`config.mk`:
```
export PLATFORM = sky130hd
export DESIGN_NAME = map_collision
export DESIGN_NICKNAME = d
export VERILOG_FILES = /design/src/rtl/map_collision_pkg.sv /design/src/rtl/map_collision_probe_addr.sv /design/src/rtl/map_collision.sv
export SDC_FILE = /design/constraint.sdc
export NUM_CORES = 1
export LEC_CHECK = 0
export BUFFER_PORTS_ARGS = -buffer_cell sky130_fd_sc_hd__buf_2
export CAP_MARGIN = 20
export CORE_AREA = 3 3 190 192
export DETAILED_ROUTE_END_ITERATION = 12
export DIE_AREA = 0 0 193 195
export SYNTH_ARGS = -nofsm -noshare
export SYNTH_HDL_FRONTEND = slang
export SYNTH_SLANG_ARGS = --single-unit
```
`constraint.sdc`:
```
create_clock -name iCLK -period 23.6 [get_ports iCLK]
set_input_delay 2.36 -clock iCLK [delete_from_list [all_inputs] [get_ports iCLK]]
set_output_delay 2.36 -clock iCLK [all_outputs]
set_load 0.01 [all_outputs]
```
`src/rtl/map_collision_pkg.sv`:
```
// Shared constants, FSM encoding and direction helper for the map collision responder.
// Latency: n/a (declarations only).
// Backpressure: n/a.
package map_collision_pkg;

  // Bit positions inside the free-direction vector
  localparam int DIR_UP    = 3;
  localparam int DIR_DOWN  = 2;
  localparam int DIR_LEFT  = 1;
  localparam int DIR_RIGHT = 0;

  localparam int CHIP_SHIFT_DEF = 5;
  localparam int NUM_PROBES     = 8;

  typedef enum logic [1:0] {
    ST_IDLE   = 2'd0,
    ST_ISSUE  = 2'd1,
    ST_WAIT   = 2'd2,
    ST_UPDATE = 2'd3
  } state_t;

  // Probe pairs: 0,1 up | 2,3 down | 4,5 left | 6,7 right.
  // A direction is free only when both of its edge probes are passable.
  function automatic logic [3:0] dir_free(input logic [NUM_PROBES-1:0] solid);
    logic [3:0] d;
    d            = '0;
    d[DIR_UP]    = ~(solid[0] | solid[1]);
    d[DIR_DOWN]  = ~(solid[2] | solid[3]);
    d[DIR_LEFT]  = ~(solid[4] | solid[5]);
    d[DIR_RIGHT] = ~(solid[6] | solid[7]);
    return d;
  endfunction

endpackage

```
`src/rtl/map_collision_probe_addr.sv`:
```
// Probe k -> {out-of-map flag, tile address} for the snapshotted user box.
// Latency: purely combinational.
// Backpressure: none; the caller muxes the probe index one per cycle.
//  probe_idx       : probe 0..7 (see dir_free for pairing)
//  uxs/uys/uxe/uye : user box, screen px (uxe/uye exclusive)
//  fxs/fys         : field scroll, px
//  map_w/map_h     : map size in chips
//  oob             : probe lies outside the map (treated as solid)
//  addr            : fy_chip*map_w + fx_chip, forced to 0 when oob
module map_collision_probe_addr #(
  parameter int CHIP_SHIFT = 5
) (
  input  logic [2:0]  probe_idx,
  input  logic [9:0]  uxs,
  input  logic [9:0]  uys,
  input  logic [9:0]  uxe,
  input  logic [9:0]  uye,
  input  logic [15:0] fxs,
  input  logic [15:0] fys,
  input  logic [15:0] map_w,
  input  logic [15:0] map_h,
  output logic        oob,
  output logic [15:0] addr
);

  function automatic logic signed [16:0] ext(input logic [9:0] v);
    return signed'({7'b0, v});
  endfunction

  logic signed [16:0] sx, sy;
  logic signed [16:0] fx, fy;
  logic [15:0]        cx, cy;

  always_comb begin
    sx = ext(uxs);
    sy = ext(uys);
    unique case (probe_idx)
      3'd0: begin sx = ext(uxs);         sy = ext(uys) - 17'sd1; end
      3'd1: begin sx = ext(uxe) - 17'sd1; sy = ext(uys) - 17'sd1; end
      3'd2: begin sx = ext(uxs);         sy = ext(uye);          end
      3'd3: begin sx = ext(uxe) - 17'sd1; sy = ext(uye);          end
      3'd4: begin sx = ext(uxs) - 17'sd1; sy = ext(uys);          end
      3'd5: begin sx = ext(uxs) - 17'sd1; sy = ext(uye) - 17'sd1; end
      3'd6: begin sx = ext(uxe);         sy = ext(uys);          end
      default: begin sx = ext(uxe);      sy = ext(uye) - 17'sd1; end
    endcase

    fx = sx + signed'({1'b0, fxs});
    fy = sy + signed'({1'b0, fys});

    // Negative coords are caught by the sign bit, so the chip index only
    // needs the magnitude bits; for non-negative values >> equals >>>.
    cx = fx[15:0] >> CHIP_SHIFT;
    cy = fy[15:0] >> CHIP_SHIFT;

    oob = fx[16] | fy[16] | (cx >= map_w) | (cy >= map_h);

    // 16x16 product deliberately truncated; maps are limited to W*H<=65536.
    // Out-of-map probes still issue a read (at 0) so 8 responses always return.
    addr = oob ? 16'd0 : 16'(cy * map_w + cx);
  end

endmodule

```
`src/rtl/map_collision.sv`:
```
// Collision responder: per 1 ms tick reads the 8 map tiles just outside the user box, publishes free-direction vector.
// Latency: tick -> oDone >= 1 + 8 + RAM latency + 1 cycles; oErr after TIMEOUT cycles without 8 responses.
// Backpressure: none; RAM must accept one read per cycle, ticks while busy are dropped.
//  iCLK, iRST            : clock, async active-low reset
//  iEn1Ms                : scan start tick
//  iUXS..iUYE, iFXS/iFYS : user box (screen px) and field scroll (px)
//  iMapWidth/iMapHeight  : map size in chips
//  oMapRd/oMapAddr       : map RAM read strobe and address
//  iMapData/iMapValid    : in-order RAM response
//  oMapDirect            : free bits up[3] down[2] left[1] right[0]
//  oBusy/oDone/oErr      : scan status, update pulse, timeout pulse
module map_collision
  import map_collision_pkg::*;
#(
  parameter int CHIP_SHIFT = CHIP_SHIFT_DEF,
  parameter int DATA_W     = 8,
  parameter int SOLID_BASE = 16,
  parameter int TIMEOUT    = 64
) (
  input  logic              iCLK,
  input  logic              iRST,
  input  logic              iEn1Ms,
  input  logic [9:0]        iUXS,
  input  logic [9:0]        iUYS,
  input  logic [9:0]        iUXE,
  input  logic [9:0]        iUYE,
  input  logic [15:0]       iFXS,
  input  logic [15:0]       iFYS,
  input  logic [15:0]       iMapWidth,
  input  logic [15:0]       iMapHeight,
  output logic              oMapRd,
  output logic [15:0]       oMapAddr,
  input  logic [DATA_W-1:0] iMapData,
  input  logic              iMapValid,
  output logic [3:0]        oMapDirect,
  output logic              oBusy,
  output logic              oDone,
  output logic              oErr
);

  localparam int                CW       = $clog2(TIMEOUT + 1);
  localparam logic [DATA_W-1:0] SOLID_TH = DATA_W'(SOLID_BASE);

  state_t        state;

  // Snapshot of the geometry taken at the tick; inputs may move mid-scan
  logic [9:0]    uxs_q, uys_q, uxe_q, uye_q;
  logic [15:0]   fxs_q, fys_q, mw_q, mh_q;

  logic [2:0]    iss_idx;
  logic [3:0]    rsp_cnt;
  logic [CW-1:0] cyc_cnt;
  logic [7:0]    oob_q;
  logic [7:0]    solid_q;

  logic          probe_oob;
  logic [15:0]   probe_addr;

  map_collision_probe_addr #(
    .CHIP_SHIFT (CHIP_SHIFT)
  ) u_probe (
    .probe_idx (iss_idx),
    .uxs       (uxs_q),
    .uys       (uys_q),
    .uxe       (uxe_q),
    .uye       (uye_q),
    .fxs       (fxs_q),
    .fys       (fys_q),
    .map_w     (mw_q),
    .map_h     (mh_q),
    .oob       (probe_oob),
    .addr      (probe_addr)
  );

  always_ff @(posedge iCLK or negedge iRST) begin
    if (!iRST) begin
      state      <= ST_IDLE;
      uxs_q      <= '0;
      uys_q      <= '0;
      uxe_q      <= '0;
      uye_q      <= '0;
      fxs_q      <= '0;
      fys_q      <= '0;
      mw_q       <= '0;
      mh_q       <= '0;
      iss_idx    <= '0;
      rsp_cnt    <= '0;
      cyc_cnt    <= '0;
      oob_q      <= '0;
      solid_q    <= '0;
      oMapRd     <= 1'b0;
      oMapAddr   <= '0;
      oMapDirect <= 4'b0000;
      oBusy      <= 1'b0;
      oDone      <= 1'b0;
      oErr       <= 1'b0;
    end else begin
      oMapRd <= 1'b0;
      oDone  <= 1'b0;
      oErr   <= 1'b0;

      // Responses can overlap the issue phase; oob_q[k] is written on the
      // same edge that raises read k, so it is always ready before data k.
      if ((state == ST_ISSUE || state == ST_WAIT) && iMapValid && (rsp_cnt < 4'd8)) begin
        solid_q[rsp_cnt[2:0]] <= (iMapData >= SOLID_TH) | oob_q[rsp_cnt[2:0]];
        rsp_cnt               <= rsp_cnt + 4'd1;
      end

      unique case (state)
        ST_IDLE: begin
          if (iEn1Ms) begin
            uxs_q   <= iUXS;
            uys_q   <= iUYS;
            uxe_q   <= iUXE;
            uye_q   <= iUYE;
            fxs_q   <= iFXS;
            fys_q   <= iFYS;
            mw_q    <= iMapWidth;
            mh_q    <= iMapHeight;
            iss_idx <= '0;
            rsp_cnt <= '0;
            cyc_cnt <= '0;
            oob_q   <= '0;
            solid_q <= '0;
            oBusy   <= 1'b1;
            state   <= ST_ISSUE;
          end
        end

        ST_ISSUE: begin
          oMapRd         <= 1'b1;
          oMapAddr       <= probe_addr;
          oob_q[iss_idx] <= probe_oob;
          iss_idx        <= iss_idx + 3'd1;
          cyc_cnt        <= cyc_cnt + CW'(1);
          if (iss_idx == 3'd7) state <= ST_WAIT;
        end

        ST_WAIT: begin
          if (rsp_cnt == 4'd8) begin
            state <= ST_UPDATE;
          end else if (cyc_cnt == CW'(TIMEOUT - 1)) begin
            // Abandon the scan; the previous direction vector stays valid
            oErr  <= 1'b1;
            oBusy <= 1'b0;
            state <= ST_IDLE;
          end else begin
            cyc_cnt <= cyc_cnt + CW'(1);
          end
        end

        default: begin // ST_UPDATE
          oMapDirect <= dir_free(solid_q);
          oDone      <= 1'b1;
          oBusy      <= 1'b0;
          state      <= ST_IDLE;
        end
      endcase
    end
  end

endmodule
```
==> metrics.md, run 1 <==
| Metric | Value |
|---|---|
| Run status | completed |
| Slew Viols, Final | 0 |
| Final HPWL DP | 25.2 mm |
| Total gr overflow | 0 |
| Syn_nets | ~1700 |
| Fraction of registers with async set/reset | 100% |
| Minimum clock period | 9.78 ns |
| Vias post-DR | 10327 |
| Slew @ Worst Pin | roughly 1.0 ns |
| Postcts setup bufs | 0 |
| Core area | 34500 sq um |
| Chip height | 195 um |
| Final instance area | 15100 sq um |
| Slowest CP cell | a31oi_1 |
| Remaining DRCs | 0 |
| Largest net degree at the start of global routing | 94 |
| # setup viols final | 0 |
| CTS root buffer | clkbuf_16 |
| Port bufs | approximately 140 |
| Die footprint | 37600 sq um |
| First-pass GRT wire length | 53.8 mm |
| I/O pin cnt | 140 |
| Max_cap viols | 0 |
| Drt total wl | 32.6 mm |
| Synthesis Warnings | 0 |
| Worst hold path type | register to register |
| Post-synth top flop | dfrtp_1 |
| Post-DRT Antenna Nets | 0 |
| CTS tree | done |
| Unique cell type count in the Yosys netlist | 75 |
| CTS Buffer Depth | 2 |
| Placed inst area | 14500 sq um |
| Reg area | 4000 sq um |
| Filler cell count | 3415 |
| P&R area growth vs syn | 13.1% |
| CP arrival | ~10 ns |
| Die Wd | 193 um |
| Critical path class | register to register |
| DRT Pass-1 Iters | 4 |
| CTS Buf Count | 17 |
| CP max stage delay | 0.86 ns |
| GRT Util Overall | 17.9% |
| Antenna violations before repair | 4 |
| WL per Instance | 16.3 um |
| CTS sink cnt | 160 |
| Most frequent cells in the layout | 175 x nand2_1, 171 x inv_1, 160 x dfrtp_1 |
| CP dominant cell by count | fa_1 |
| Final Hold Fails | 0 |
| CP bufs+invs | 3 |
| Place WS | 13.58 ns |
| CTS Hold Bufs | 0 |
| First DRT Iteration DRCs | 489 |
| RSZ-0062 raised after global routing | false |
| Clk_lat worst skew | 0.45 ns |
| Layout cells sized above 1 | between 10% and 20% |
| R2R cell count | 28 |
| Fin crit share | between 40% and 50% |
| Final Wtd Congestion | about 0.87 |
| FP Rows | 68 |
| Crit path depth | 28 |
| Critical Path Source Type | register |
| Max-slew headroom | 31.4% |
| Syn Inst Count | approximately 1400 |
| Crit-path leading delay family | adder cells |
| Register area share after synthesis | between 20 and 30% |
| Critical path fanouts, max | 36 |
| Area taken by multi-input logic gates | between 8000 and 9000 sq um |
| Clock Skews | 0.0194 ns |
| Commonest non-fill, non-tap cell in the layout | nand2_1 |
| Starting Density | 38.7% |
| Diode count | 0 |
| Final hold slack | 0.484 ns |
| Hold Path Stages | 1 |
| Vias in the first global route | 10460 |
| Syn Area/Cell | 9.38 sq um |
| CTS clock-pin slew for the worst setup and hold paths | about 0.070 ns |
| H-tree lvl count | 4 |
| CP endpoint kind | register |
| Setup TNS | 0 ns |
| Cts repair resizes | 0 |
| Worst Path Required | 23.97 ns |
| Synthesized area | 13400 sq um |
| Final WS setup | 13.82 ns |
| Nets | 1837 |
| Synthesis-stage register bit count | 160 |
| Fmax | 0.102 GHz |
| DR vias/cell | about 5.2 |
| Post-synth EDFFs | 0 |
-- state kept, by name, summed over array words and instances, names as in the netlist, 16 cells and up --
name and flops:
oMapAddr 16, mw_q 16, fxs_q 16, fys_q 16, mh_q 16
-- per-layer routing --
metal / vias to the layer above / wire length [um] / track usage (%)
met5: - / 46 / 0
met4: 8 / 519 / 4.69
met3: 39 / 1700 / 3.52
met2: 234 / 15300 / 28.8
met1: 5014 / 15000 / 24.6
li1: 5032 / - / -
-- metrics by stage --
step / cells / utilization (%)
after floorplan: 1423 / -
after global placement: 1967 / 41.8
after detailed placement: 1967 / 41.8
after CTS: 1999 / 43.7
after global routing: 2001 / 43.7
final: 2001 / 43.7
-- cells in the mapped netlist (3+ instances only) --
cell	count	share of area, %
a21oi_1	68	2.5
o2bb2ai_1	15	0.98
a22o_1	4	0.26
buf_2	3	0.11
xnor3_1	3	0.51
dfrtp_1	160	30
xor3_1	3	0.53
o221ai_1	3	0.20
a211oi_1	18	1.0
nor3_1	33	1.2
inv_1	171	4.8
nand3_1	20	0.75
o31ai_1	7	0.39
nand2b_1	15	0.70
or3_1	9	0.42
o21bai_1	9	0.51
ha_1	103	9.7
and3_1	20	0.94
o41ai_2	3	0.37
nor4_1	10	0.47
nor2_1	81	2.3
nor2b_1	6	0.28
nand2_1	175	4.9
nand3b_1	3	0.17
and2_1	34	1.6
o21ai_0	65	2.4
a22oi_1	4	0.22
or2_2	7	0.33
o211ai_1	9	0.51
nand4b_1	3	0.20
clkbuf_1	50	1.4
mux2_2	88	7.4
a21o_1	21	1.2
xor2_1	18	1.2
mux2i_1	11	0.82
o21a_1	5	0.28
fa_1	85	13
xnor2_1	35	2.3
-- worst paths after layout --
path	from	to	slack (ns)
max	iss_idx[1]	oMapAddr[15]	13.82
min	oMapAddr[3]	oMapAddr[3]	0.48
max reg2reg	iss_idx[1]	oMapAddr[15]	13.82
min reg2reg	oMapAddr[3]	oMapAddr[3]	0.48
max in group asynchronous	iRST	mw_q[12]	20.14
min in group asynchronous	iRST	oMapAddr[14]	1.97
-- cell type report --
type                    count  area share [%]
clock inverters            15            1.36
multi-input cells        1036            56.2
flip-flops and latches    160            26.5
clock buffers              17            2.82
inverters                 171            4.25
well taps                 455            3.77
repair buffers            147            5.11
-- cell families after synthesis --
group	share of synthesized area (%)
AO/OA/AOI/OAI	13.1
adder cells (fa/ha/maj)	22.4
buffers and inverters	6.49
XOR/XNOR	4.52
flip-flops	30.0
multiplexers	8.42
AND/OR/NAND/NOR	15.1
Power of run 1 is not shown: default switching activity piles up to over one toggle a cycle in this logic, so the estimate is an artifact.
==> run 2: changes to the inputs <==
==> constraint.sdc (replaced) <==
create_clock -name iCLK -period 9.4 [get_ports iCLK]
set_input_delay 0.94 -clock iCLK [delete_from_list [all_inputs] [get_ports iCLK]]
set_output_delay 0.94 -clock iCLK [all_outputs]
set_load 0.01 [all_outputs]
==> metrics.md, run 2 (synthesized netlist as in run 1, its figures left out) <==
| Metric | Value |
|---|---|
| Critical Path Source Type | register (unchanged) |
| FP Rows | 68 (unchanged) |
| Clock Skews | 0.0155 ns (was 0.0194 ns) |
| # setup viols final | 0 (unchanged) |
| Final Wtd Congestion | 0.877 (was 0.867) |
| Minimum clock period | 8.95 ns (was 9.78 ns) |
| Fmax | 0.112 GHz (was 0.102 GHz) |
| Vias in the first global route | 10547 (was 10460) |
| Postcts setup bufs | 0 (unchanged) |
| P&R area growth vs syn | 13.9% (was 13.1%) |
| Max-slew headroom | 39.2% (was 31.4%) |
| Final Hold Fails | 0 (unchanged) |
| Wl on met1 | 15.0 mm (about the same) |
| Clk_lat worst skew | 0.45 ns (about the same) |
| Final instance area | 15200 sq um (was 15100 sq um) |
| CP endpoint kind | register (unchanged) |
| DR vias/cell | 5.15 (was 5.16) |
| Port bufs | 135 (unchanged) |
| CTS tree | done (unchanged) |
| GRT Util Overall | 18.1% (was 17.9%) |
| Max Used Layer | met5 (unchanged) |
| Largest net degree at the start of global routing | 90 (was 94) |
| Critical path class | register to register (unchanged) |
| Layout cells sized above 1 | 19.7% (was 18.7%) |
| Worst Path Required | 9.76 ns (was 23.97 ns) |
| CTS Buf Count | 17 (unchanged) |
| Die footprint | 37600 sq um (unchanged) |
| Critical path fanouts, max | 23 (was 36) |
| CP max stage delay | 0.54 ns (was 0.86 ns) |
| Commonest non-fill, non-tap cell in the layout | nand2_1 (unchanged) |
| Slew Viols, Final | 0 (unchanged) |
| Max_cap viols | 0 (unchanged) |
| CTS sink cnt | 160 (unchanged) |
| Fin util | 44.0% (was 43.7%) |
| Drt total wl | 32.9 mm (was 32.6 mm) |
| First-pass GRT wire length | 54.2 mm (was 53.8 mm) |
| Vias post-DR | 10360 (was 10327) |
| Worst hold path type | register to register (unchanged) |
| Starting Density | 38.7% (unchanged) |
| CTS Buffer Depth | 2 (unchanged) |
| H-tree lvl count | 4 (unchanged) |
| Chip height | 195 um (unchanged) |
| Met3 wire len | 1.38 mm (was 1.70 mm) |
| Slew @ Worst Pin | 0.911 ns (was 1.02 ns) |
| CP arrival | 9.31 ns (was 10.14 ns) |
| DRT Pass-1 Iters | 4 (unchanged) |
| Total gr overflow | 0 (unchanged) |
| Final HPWL DP | 25.5 mm (was 25.2 mm) |
| Run status | completed (unchanged) |
| WL per Instance | 16.3 um (about the same) |
| CTS root buffer | clkbuf_16 (unchanged) |
| Placed inst area | 14500 sq um (about the same) |
| I/O pin cnt | 140 (unchanged) |
| Post-DRT Antenna Nets | 0 (unchanged) |
| Antenna violations before repair | 4 (unchanged) |
| First DRT Iteration DRCs | 435 (was 489) |
| CTS clock-pin slew for the worst setup and hold paths | 0.07 ns (about the same) |
| Die Wd | 193 um (unchanged) |
| Remaining DRCs | 0 (unchanged) |
| Core area | 34500 sq um (unchanged) |
| Fin crit share | 95.2% (was 41.4%) |
| Most frequent cells in the layout | 175 x nand2_1, 171 x inv_1, 159 x dfrtp_1 (was 175 x nand2_1, 171 x inv_1, 160 x dfrtp_1) |
| Diode count | 0 (unchanged) |
| Nets | 1846 (was 1837) |
| Routed wl met2 | 15.7 mm (was 15.3 mm) |
| Filler cell count | 3454 (was 3415) |
| Slowest CP cell | fa_1 (was a31oi_1) |
-- run 2: cell type report --
| type | instances | area [sq um] | area share (%) |
|---|---|---|---|
| clock buffers | 21 | 470 | 3.09 |
| clock inverters | 11 | 153 | 1.00 |
| inverters | 171 | 642 | 4.22 |
| multi-input cells | 1036 | 8520 | 56.0 |
| flip-flops and latches | 160 | 4010 | 26.3 |
| well taps | 455 | 569 | 3.74 |
| repair buffers | 156 | 847 | 5.57 |
-- run 2: critical path: cells and delay by family, from the launching register on --
kind,cells,cell delay [ns]
DFF,1,0.41
muxes,1,0.28
AOI/OAI and AO/OA,13,2.34
xor gates and xnor gates,3,0.91
adders and majority gates,6,2.65
and+or+nand+nor,8,1.61
buffers and inverters,5,0.66
-- run 2: path summary, 6_finish.rpt --
check / slack [ns] / depth (start not counted) / endpoint / from
setup / recovery: 0.45 / 36 / oMapAddr[15] / iss_idx[1]
hold / removal: 0.49 / 1 / oMapAddr[3] / oMapAddr[3]
setup reg to reg: 0.45 / 36 / oMapAddr[15] / iss_idx[1]
hold reg to reg: 0.49 / 1 / oMapAddr[3] / oMapAddr[3]
max in group asynchronous: 7.30 / 2 / iss_idx[0] / iRST
min in group asynchronous: 0.57 / 1 / mh_q[2] / iRST
-- run 2: stage by stage --
stage          std cells  TNS [ns]  setup slack (ns)  hold WS (ns)
6_report            2010         0             0.451         0.486
5_1_grt             2010   -0.0122           -0.0112         0.503
4_1_cts             2010         0             0.254         0.490
3_5_place_dp        1978         0             0.290         0.472
3_3_place_gp        1978         0             0.440         0.465
2_1_floorplan       1423         0             0.680         0.447
-- run 2: per-layer routing --
| metal | vias to the layer above | GRT usage [%] |
|---|---|---|
| met4 | 8 | 5.65 |
| met3 | 37 | 3.39 |
| met2 | 162 | 29.6 |
| met1 | 5106 | 24.3 |
| li1 | 5047 | - |
| met5 | - | 0 |
-- run 2: timing repair --
action                     in CTS  in global routing
resized for setup               0                 17
hold buffers                    0                  0
setup endpoints to repair       0                  2
Power of run 2 is left out for the same reason.
